**src/rtl/ifq_pkg.sv**
```systemverilog
`default_nettype none
// ============================================================================
//  Module   : ifq_pkg
//  Purpose  : Shared types and constants for the instruction fetch queue.
//             - ifq_state_t : fetch FSM state encoding
//             - ifq_entry_t : one buffered instruction with its PC
//             - NOP_INSTR   : word presented on ir when nothing is valid
//  Revision : 1.0 - initial release
// ============================================================================
package ifq_pkg;

  typedef enum logic [1:0] {
    FETCH    = 2'd0,
    WAIT_RSP = 2'd1,
    KILL     = 2'd2
  } ifq_state_t;

  localparam logic [31:0] NOP_INSTR = 32'h0000_0013;

  typedef struct packed {
    logic [31:0] pc;
    logic [31:0] instr;
  } ifq_entry_t;

endpackage
`default_nettype wire

```
**src/rtl/ifq_fifo.sv**
```systemverilog
`default_nettype none
// ============================================================================
//  Module   : ifq_fifo
//  Purpose  : Synchronous FIFO of ifq_entry_t. Output is the registered head
//             entry, so a push is visible on data_o one cycle later.
//  Ports    : CLK, RST      - clock, synchronous active-high reset
//             push_i/data_i - write one entry (caller guarantees not full)
//             pop_i         - drop the head entry (caller guarantees not empty)
//             flush_i       - empty the FIFO; wins over push and pop
//             data_o        - head entry
//             count_o       - number of stored entries (0..DEPTH)
//             empty_o       - count_o == 0
//  Revision : 1.0 - initial release
// ============================================================================
module ifq_fifo
  import ifq_pkg::*;
#(
  parameter int DEPTH = 2
) (
  input  logic                     CLK,
  input  logic                     RST,
  input  logic                     push_i,
  input  ifq_entry_t               data_i,
  input  logic                     pop_i,
  input  logic                     flush_i,
  output ifq_entry_t               data_o,
  output logic [$clog2(DEPTH):0]   count_o,
  output logic                     empty_o
);

  localparam int AW = $clog2(DEPTH);
  localparam int CW = AW + 1;

  ifq_entry_t      mem_q [DEPTH];
  logic [AW-1:0]   wr_ptr_q;
  logic [AW-1:0]   rd_ptr_q;
  logic [CW-1:0]   count_q;

  always_ff @(posedge CLK) begin
    if (RST || flush_i) begin
      wr_ptr_q <= '0;
      rd_ptr_q <= '0;
      count_q  <= '0;
    end else begin
      if (push_i) begin
        mem_q[wr_ptr_q] <= data_i;
        wr_ptr_q        <= wr_ptr_q + AW'(1);
      end
      if (pop_i) begin
        rd_ptr_q <= rd_ptr_q + AW'(1);
      end
      // Simultaneous push and pop leaves the count unchanged.
      if (push_i && !pop_i) begin
        count_q <= count_q + CW'(1);
      end else if (pop_i && !push_i) begin
        count_q <= count_q - CW'(1);
      end
    end
  end

  assign data_o  = mem_q[rd_ptr_q];
  assign count_o = count_q;
  assign empty_o = (count_q == '0);

endmodule
`default_nettype wire

```
**src/rtl/instr_fetch_queue.sv**
```systemverilog
`default_nettype none
// ============================================================================
//  Module   : instr_fetch_queue
//  Purpose  : Fetch stage in front of decode. Owns the fetch PC, issues one
//             outstanding word read to instruction memory, buffers returned
//             words with their PCs and hands them to decode over valid/ready.
//             A redirect flushes the queue and restarts fetch.
//  Ports    : CLK, RST                       - clock, sync active-high reset
//             imem_req/imem_addr/imem_gnt     - request channel
//             imem_rvalid/imem_rdata          - response channel
//             redirect_valid/redirect_pc      - branch/jump restart
//             ir_valid/ir_ready/ir/ir_pc      - decode handshake
//  Macro    : IFQ_BYPASS_EN - when defined, a response arriving with the
//             queue empty is presented to decode in the same cycle.
//  Revision : 1.0 - initial release
// ============================================================================
module instr_fetch_queue
  import ifq_pkg::*;
#(
  parameter int          DEPTH    = 2,
  parameter logic [31:0] RESET_PC = 32'h0000_0000
) (
  input  logic        CLK,
  input  logic        RST,
  output logic        imem_req,
  output logic [31:0] imem_addr,
  input  logic        imem_gnt,
  input  logic        imem_rvalid,
  input  logic [31:0] imem_rdata,
  input  logic        redirect_valid,
  input  logic [31:0] redirect_pc,
  output logic        ir_valid,
  input  logic        ir_ready,
  output logic [31:0] ir,
  output logic [31:0] ir_pc
);

  localparam int CW = $clog2(DEPTH) + 1;

  ifq_state_t  state_q, state_d;
  logic [31:0] fetch_pc_q, fetch_pc_d;
  logic [31:0] req_pc_q, req_pc_d;

  logic [CW-1:0] fifo_count;
  logic          fifo_empty;
  ifq_entry_t    fifo_head;
  logic          fifo_push;
  logic          fifo_pop;

  logic w_inflight;
  logic w_grant;
  logic w_rsp_ok;

  // Only a response that WAIT_RSP is waiting for counts against space;
  // a KILL response is discarded and never lands in the FIFO.
  assign w_inflight = (state_q == WAIT_RSP);
  assign imem_req   = (state_q == FETCH) && !RST &&
                      ((fifo_count + CW'(w_inflight)) < CW'(DEPTH));
  assign imem_addr  = fetch_pc_q;
  assign w_grant    = imem_req && imem_gnt;
  assign w_rsp_ok   = (state_q == WAIT_RSP) && imem_rvalid && !redirect_valid;

  // --------------------------------------------------------------------------
  // FSM and PC next-state
  // --------------------------------------------------------------------------
  always_comb begin
    state_d    = state_q;
    fetch_pc_d = fetch_pc_q;
    req_pc_d   = req_pc_q;

    if (w_grant) begin
      req_pc_d   = fetch_pc_q;
      fetch_pc_d = fetch_pc_q + 32'd4;
    end

    unique case (state_q)
      FETCH: begin
        // A request granted in the redirect cycle is for the old path.
        if (w_grant) state_d = redirect_valid ? KILL : WAIT_RSP;
      end
      WAIT_RSP: begin
        if (imem_rvalid)         state_d = FETCH;
        else if (redirect_valid) state_d = KILL;
      end
      KILL: begin
        // The stale response retires the outstanding request; a redirect
        // arriving alongside it has already updated fetch_pc.
        if (imem_rvalid) state_d = FETCH;
      end
      default: state_d = FETCH;
    endcase

    if (redirect_valid) begin
      fetch_pc_d = redirect_pc & ~32'h3;
    end
  end

  always_ff @(posedge CLK) begin
    if (RST) begin
      state_q    <= FETCH;
      fetch_pc_q <= RESET_PC & ~32'h3;
      req_pc_q   <= '0;
    end else begin
      state_q    <= state_d;
      fetch_pc_q <= fetch_pc_d;
      req_pc_q   <= req_pc_d;
    end
  end

  // --------------------------------------------------------------------------
  // Decode-side output and FIFO control
  // --------------------------------------------------------------------------
`ifdef IFQ_BYPASS_EN
  logic w_bypass;
  assign w_bypass = w_rsp_ok && fifo_empty && !RST;
`endif

  always_comb begin
    fifo_push = w_rsp_ok;
    // The flush wins over a pop in the redirect cycle.
    fifo_pop  = !fifo_empty && ir_ready && !redirect_valid;
    ir_valid  = !fifo_empty;
    ir        = NOP_INSTR;
    ir_pc     = '0;
    if (!fifo_empty) begin
      ir    = fifo_head.instr;
      ir_pc = fifo_head.pc;
    end
`ifdef IFQ_BYPASS_EN
    if (w_bypass) begin
      ir_valid = 1'b1;
      ir       = imem_rdata;
      ir_pc    = req_pc_q;
      // Consumed directly by decode, so it never occupies a slot.
      if (ir_ready) fifo_push = 1'b0;
    end
`endif
  end

  ifq_fifo #(
    .DEPTH (DEPTH)
  ) u_fifo (
    .CLK     (CLK),
    .RST     (RST),
    .push_i  (fifo_push),
    .data_i  ('{pc: req_pc_q, instr: imem_rdata}),
    .pop_i   (fifo_pop),
    .flush_i (redirect_valid),
    .data_o  (fifo_head),
    .count_o (fifo_count),
    .empty_o (fifo_empty)
  );

endmodule
`default_nettype wire

```
**config.mk**
```make
export PLATFORM = sky130hd
export DESIGN_NAME = instr_fetch_queue
export DESIGN_NICKNAME = d
export VERILOG_FILES = /design/src/rtl/ifq_pkg.sv /design/src/rtl/ifq_fifo.sv /design/src/rtl/instr_fetch_queue.sv
export SDC_FILE = /design/constraint.sdc
export NUM_CORES = 1
export LEC_CHECK = 0
export ABC_CLOCK_PERIOD_IN_PS = 9700
export CORE_ASPECT_RATIO = 1.2
export CORE_MARGIN = 2
export CORE_UTILIZATION = 45
export CTS_BUF_LIST = sky130_fd_sc_hd__clkbuf_16
export DETAILED_ROUTE_END_ITERATION = 8
export PLACE_DENSITY = 0.72
export SYNTH_ARGS = -nofsm -noshare
export SYNTH_HDL_FRONTEND = slang
export SYNTH_SLANG_ARGS = --single-unit
```
**constraint.sdc**
```tcl
create_clock -name CLK -period 9.7 [get_ports CLK]
set_input_delay 1.455 -clock CLK [delete_from_list [all_inputs] [get_ports CLK]]
set_output_delay 1.455 -clock CLK [all_outputs]
set_load 0.005 [all_outputs]
```
==> flow_metrics.tcl, run 1 <==
set metrics [dict create \
    status "finished, final reports clean" \
    wirelength_mm 16.2 \
    power.leakage_uw 0.00321 \
    synthTopCellsByArea "edfxtp_1, dfxtp_1, mux2i_1" \
    fin_area_um2 10000 \
    peakVddDrop_uv 129 \
    cts_resized 0 \
    synthArstFlopShare 0 \
    finalSetupViolCount 0 \
    cts_tree "yes" \
    via_per_inst 5.18 \
    ys_warn_count 0 \
    layout_min_cycle_time_ns 4.38 \
    synth_top_area_frac 0.485 \
    yosysMostFrequentCell "edfxtp_1" \
    ant_nets 0 \
    cp-start-kind "input pin" \
    grt_max_degree 64 \
    arrival_ns 2.92 \
    hpwl_mm 10.5 \
    port_buffers 161 \
    route.vias.total 5280 \
    nFillCells 1353 \
    fp.dieW_um 123 \
    synth_seq_cells 191 \
    die_area_um2 18100 \
    wl_per_cell_um 15.8 \
    finalHoldViolations 0 \
    clock_latency_ns 0.42 \
    synth_edf_count 124 \
    place_congestion 0.821 \
    reg2reg_slack_ns 7.25 \
    final_layout_size_suffix_gt1_frac 0.0572 \
    powerDensity_nw_per_um2 164 \
    cts.sinks 191 \
    cts_root_buf "clkbuf_16" \
    synth_top_cell_by_area "edfxtp_1" \
    rsz0062_at_grt "false" \
    maxCapViolations 0 \
    setup_tns_ns 0 \
    hp-class "flip-flop to flip-flop" \
    worst-setup-path-type "input pin to output pin" \
    synth_cell_type_count 42 \
    grt_pass1_wl_mm 26.1 \
    grt-ovfl-total 0 \
    antenna_found_initial 0 \
    fmax_mhz 228 \
    cts_buffer_depth 2 \
    diodes 0 \
    drcViolationCount 0 \
    cp-end-kind "output pin" \
    synthTopCellsByCount "edfxtp_1, nand2_1, nor2_1" \
    post-cts-setup-buffers 0 \
    syn_inst 644 \
    cp_max_fo 63 \
    die_h_um 147 \
    numCtsBuffers 17 \
    finalCritPeriodShare 0.451 \
    area_growth_pct 30.3 \
    grt_pass1_vias 5223 \
    fin_skew_ns 0.00873 \
    required_ns 8.25 \
    drv_slew 0 \
    core-area_um2 16800 \
    placed_area_um2 9450 \
    drt_first_pass_iters 5 \
    rows 52 \
    drtIter0Drc 361 \
    cts_htree_levels 4 \
    synth_seq_area_share 0.660 \
    grt_use_total 0.183 \
    slew_headroom 0.225 \
    ctsHoldBuffers 0 \
    syn_area_um2 7680 \
    layout.nets 863 \
    ys.flop_type "edfxtp_1" \
    synth_area_per_cell_um2 11.9 \
    start_util 0.457 \
    cts.clk_slew.worst_paths_ns 0.07 \
    ios 168 \
    worstMarginPinSlew_ns 1.16 \
]
-- worst paths after layout --
kind | startpoint | endpoint | cells after the start
setup / recovery | RST | imem_req | 5
setup reg to reg | u_fifo.count_o[1] | imem_addr[29] | 6
hold / removal | req_pc_q[14] | u_fifo.mem_q[1][46] | 0
hold reg to reg | req_pc_q[14] | u_fifo.mem_q[1][46] | 0
-- layer usage --
layer,routed length [um],share of wire,vias up,GRT usage
li1,-,-,2591,-
met1,6850,0.42,2494,0.233
met2,8160,0.51,176,0.312
met3,895,0.055,19,0.0392
met4,245,0.015,0,0.0551
met5,0,0,-,0
-- state kept, by name (all words and copies together), names as in the netlist, named ones only --
| register | flops |
|---|---|
| u_fifo.mem_q | 124 |
| imem_addr | 30 |
| req_pc_q | 30 |
| state_q | 2 |
| u_fifo.count_o | 2 |
| u_fifo.rd_ptr_q | 1 |
| u_fifo.wr_ptr_q | 1 |
-- logic make-up after synthesis --
family,count (synthesis),share of synthesized area
muxes,64,0.0835
and+or+nand+nor,239,0.138
AOI/OAI and AO/OA,72,0.0571
adders and majority gates,2,0.00326
xor gates and xnor gates,28,0.0319
buffers and inverters,47,0.0262
DFF,191,0.660
other,1,0.000489
-- where the power goes --
part	total, uW	leakage (uW)	internal [uW]	switching (uW)
clock network	649	0.000269	347	303
registers	894	0.00177	875	19.1
logic	94.6	0.00118	55.2	39.3
total	1640	0.00321	1280	361
-- per-stage QoR --
stage / setup slack [ns] / hold WS (ns) / instances / util / power [uW]
after floorplan: 2.88 / 0.425 / 647 / - / 946
after detailed placement: 5.41 / 0.439 / 988 / 0.563 / 1010
after CTS: 5.32 / 0.460 / 1020 / 0.596 / 1650
after global placement: 5.38 / 0.436 / 988 / 0.563 / 1000
final: 5.32 / 0.459 / 1020 / 0.596 / 1640
after global routing: 5.25 / 0.474 / 1020 / 0.596 / 1700
-- cells in the final DEF (no fill, tap or decap), types with 7 or more instances in the layout --
cell / Yosys / routed
buf_4: 4 / 7
dfxtp_1: 67 / 66
nor3_1: 10 / 8
nor2_1: 88 / 87
xnor2_1: 20 / 20
a21oi_1: 39 / 39
xor2_1: 8 / 8
clkdlybuf4s50_1: 0 / 160
nand3_1: 8 / 8
nand2_1: 88 / 88
nand4_1: 10 / 10
clkbuf_16: 0 / 18
mux2i_1: 64 / 64
edfxtp_1: 124 / 124
a211oi_1: 15 / 15
-- layout make-up --
type / instances / area [um^2] / share of cell area
Clock buffer: 18 / 450 / 0.0450
Timing Repair Buffer: 168 / 1660 / 0.166
Clock inverter: 14 / 104 / 0.0104
Multi-Input combinational cell: 409 / 2440 / 0.244
Sequential cell: 191 / 5070 / 0.507
Inverter: 4 / 15.0 / 0.00150
Tap cell: 216 / 270 / 0.0270
-- critical path, stage by stage --
cell and delay, ns:
buf_2 0.10, buf_4 0.31, nor4_1 0.30, buf_4 0.24, clkdlybuf4s50_1 0.52
No activity file was read; power rests on OpenSTA's default activity.
==> inputs of run 2 (changes only) <==
Settings changed: ABC_CLOCK_PERIOD_IN_PS 9700 to 3590, PLACE_DENSITY 0.72 to 0.75.
Clock period 9.7 ns to 3.59 ns, I/O delays scaled along.
==> run 2 against run 1 <==
  * Final cell count up 0.49%
  * Critical path type is now flip-flop to output pin
  * Via count up 0.87%
  * Worst setup slack worse by 4.5 ns
  * Hold slack worse by 0.12 ns
  * Final area up 1.2%
  * Power rose to 2.8 times the previous value
  * Clock power rose to 2.9 times the previous value
  * First-iteration DRC count down 9.7%
  * Combinational power rose to 2.7 times the previous value
  * Die area unchanged
  * Register-to-register slack worse by 5.9 ns
  * Non-clock buffer count up 5
==> flow_metrics.tcl, run 2 (same netlist as run 1, synthesis figures left out) <==
set metrics [dict create \
    via_per_inst 5.20 \
    core-area_um2 16800 \
    grt_use_total 0.183 \
    maxCapViolations 0 \
    layout.nets 868 \
    wirelength_mm 16.5 \
    clock_latency_ns 0.42 \
    whs_ns 0.338 \
    final_layout_size_suffix_gt1_frac 0.0655 \
    ant_nets 0 \
    slew_headroom 0.423 \
    hp-class "input pin to flip-flop" \
    fin_area_um2 10100 \
    drcViolationCount 0 \
    cp-start-kind "flip-flop" \
    fp.dieW_um 123 \
    top_register "u_fifo.mem_q" \
    cts_htree_levels 4 \
    placed_area_um2 9530 \
    mostFrequentLayoutCell "clkdlybuf4s50_1" \
    die_h_um 147 \
    cts_tree "yes" \
    drtIter0Drc 326 \
    powerDensity_nw_per_um2 451 \
    ios 168 \
    fin_skew_ns 0.00964 \
    worst-setup-path-type "flip-flop to output pin" \
    grt_pass1_vias 5192 \
    die_area_um2 18100 \
    drv_slew 0 \
    power.leakage_uw 0.00328 \
    setup_tns_ns 0 \
    port_buffers 161 \
    layout_common_cells "clkdlybuf4s50_1, edfxtp_1, nand2_1" \
    ctsHoldBuffers 0 \
    cts_resized 0 \
    cp-end-kind "output pin" \
    peakVddDrop_uv 312 \
    post-cts-setup-buffers 0 \
    wl_per_cell_um 16.1 \
    arrival_ns 2.24 \
    cts_buffer_depth 2 \
    diodes 0 \
    worstMarginPinSlew_ns 0.866 \
    grt-ovfl-total 0 \
    cts.clk_slew.worst_paths_ns 0.07 \
    grt_pass1_wl_mm 25.8 \
    grt_max_degree 63 \
    fmax_mhz 360 \
    hpwl_mm 11.0 \
    area_growth_pct 31.9 \
    required_ns 3.05 \
    status "finished, final reports clean" \
    numCtsBuffers 17 \
    start_util 0.457 \
    cp_max_fo 32 \
    finalSetupViolCount 0 \
    rows 52 \
    layout_min_cycle_time_ns 2.78 \
    rsz0062_at_grt "false" \
    cts.sinks 191 \
    route.vias.total 5326 \
    finalCritPeriodShare 0.774 \
    finalHoldViolations 0 \
    place_congestion 0.817 \
    cts_root_buf "clkbuf_16" \
    drt_first_pass_iters 4 \
    antenna_found_initial 0 \
    largest_reg_flops 124 \
]
[run 2: changes by cell type in the layout (fill, tap and decap cells not counted)]
cell | before | now
nor3_4 | 0 | 2
nor3_2 | 2 | 0
clkinvlp_4 | 4 | 1
buf_4 | 7 | 10
buf_12 | 0 | 2
inv_8 | 2 | 3
clkinv_4 | 0 | 2
inv_1 | 5 | 3
bufinv_16 | 0 | 2
clkbuf_16 | 18 | 17
inv_6 | 4 | 5
[run 2: final timing paths]
| check | slack (ns) | from | depth (start not counted) | to |
|---|---|---|---|---|
| hold / removal | 0.34 | RST | 2 | req_pc_q[9] |
| setup reg to reg | 1.31 | imem_addr[3] | 5 | imem_addr[29] |
| hold reg to reg | 0.46 | req_pc_q[15] | 0 | u_fifo.mem_q[0][47] |
| setup / recovery | 0.81 | flip-flop | 4 | ir[26] |
[run 2: power breakdown]
part           internal (uW)  switching, uW  total, uW  leakage (uW)
Sequential              2360           53.3       2420       0.00177
Clock                   1050            839       1890      0.000292
Combinational            151            108        259       0.00122
[run 2: per-stage QoR]
| stage | utilization | std cells | power (uW) | setup slack [ns] |
|---|---|---|---|---|
| final | 0.603 | 1025 | 4570 | 0.812 |
| after global routing | 0.603 | 1025 | 4720 | 0.689 |
| after CTS | 0.603 | 1025 | 4600 | 0.773 |
| after detailed placement | 0.568 | 993 | 2720 | 0.943 |
| after global placement | 0.568 | 993 | 2710 | 0.983 |
| after floorplan | - | 647 | 2560 | -0.430 |
[run 2: critical path, cell delays in order, from the launching register on]
cell	delay (ns)
dfxtp_4	0.71
buf_12	0.31
mux2i_1	0.24
nor2_1	0.05
clkdlybuf4s50_1	0.46
[run 2: metal layers]
metal,track usage,up-vias,part of all wire
li1,-,2598,-
met2,0.304,179,0.49
met1,0.236,2527,0.44
met5,0,-,0
met4,0.0602,0,0.017
met3,0.0396,22,0.051
[run 2: layout make-up]
class,instances,area [um^2]
clock buffers,17,425
clock inverters,15,171
fillers,1346,6660
inverters,4,15.0
multi-input cells,409,2450
flip-flops and latches,191,5070
well taps,216,270
repair buffers,173,1720
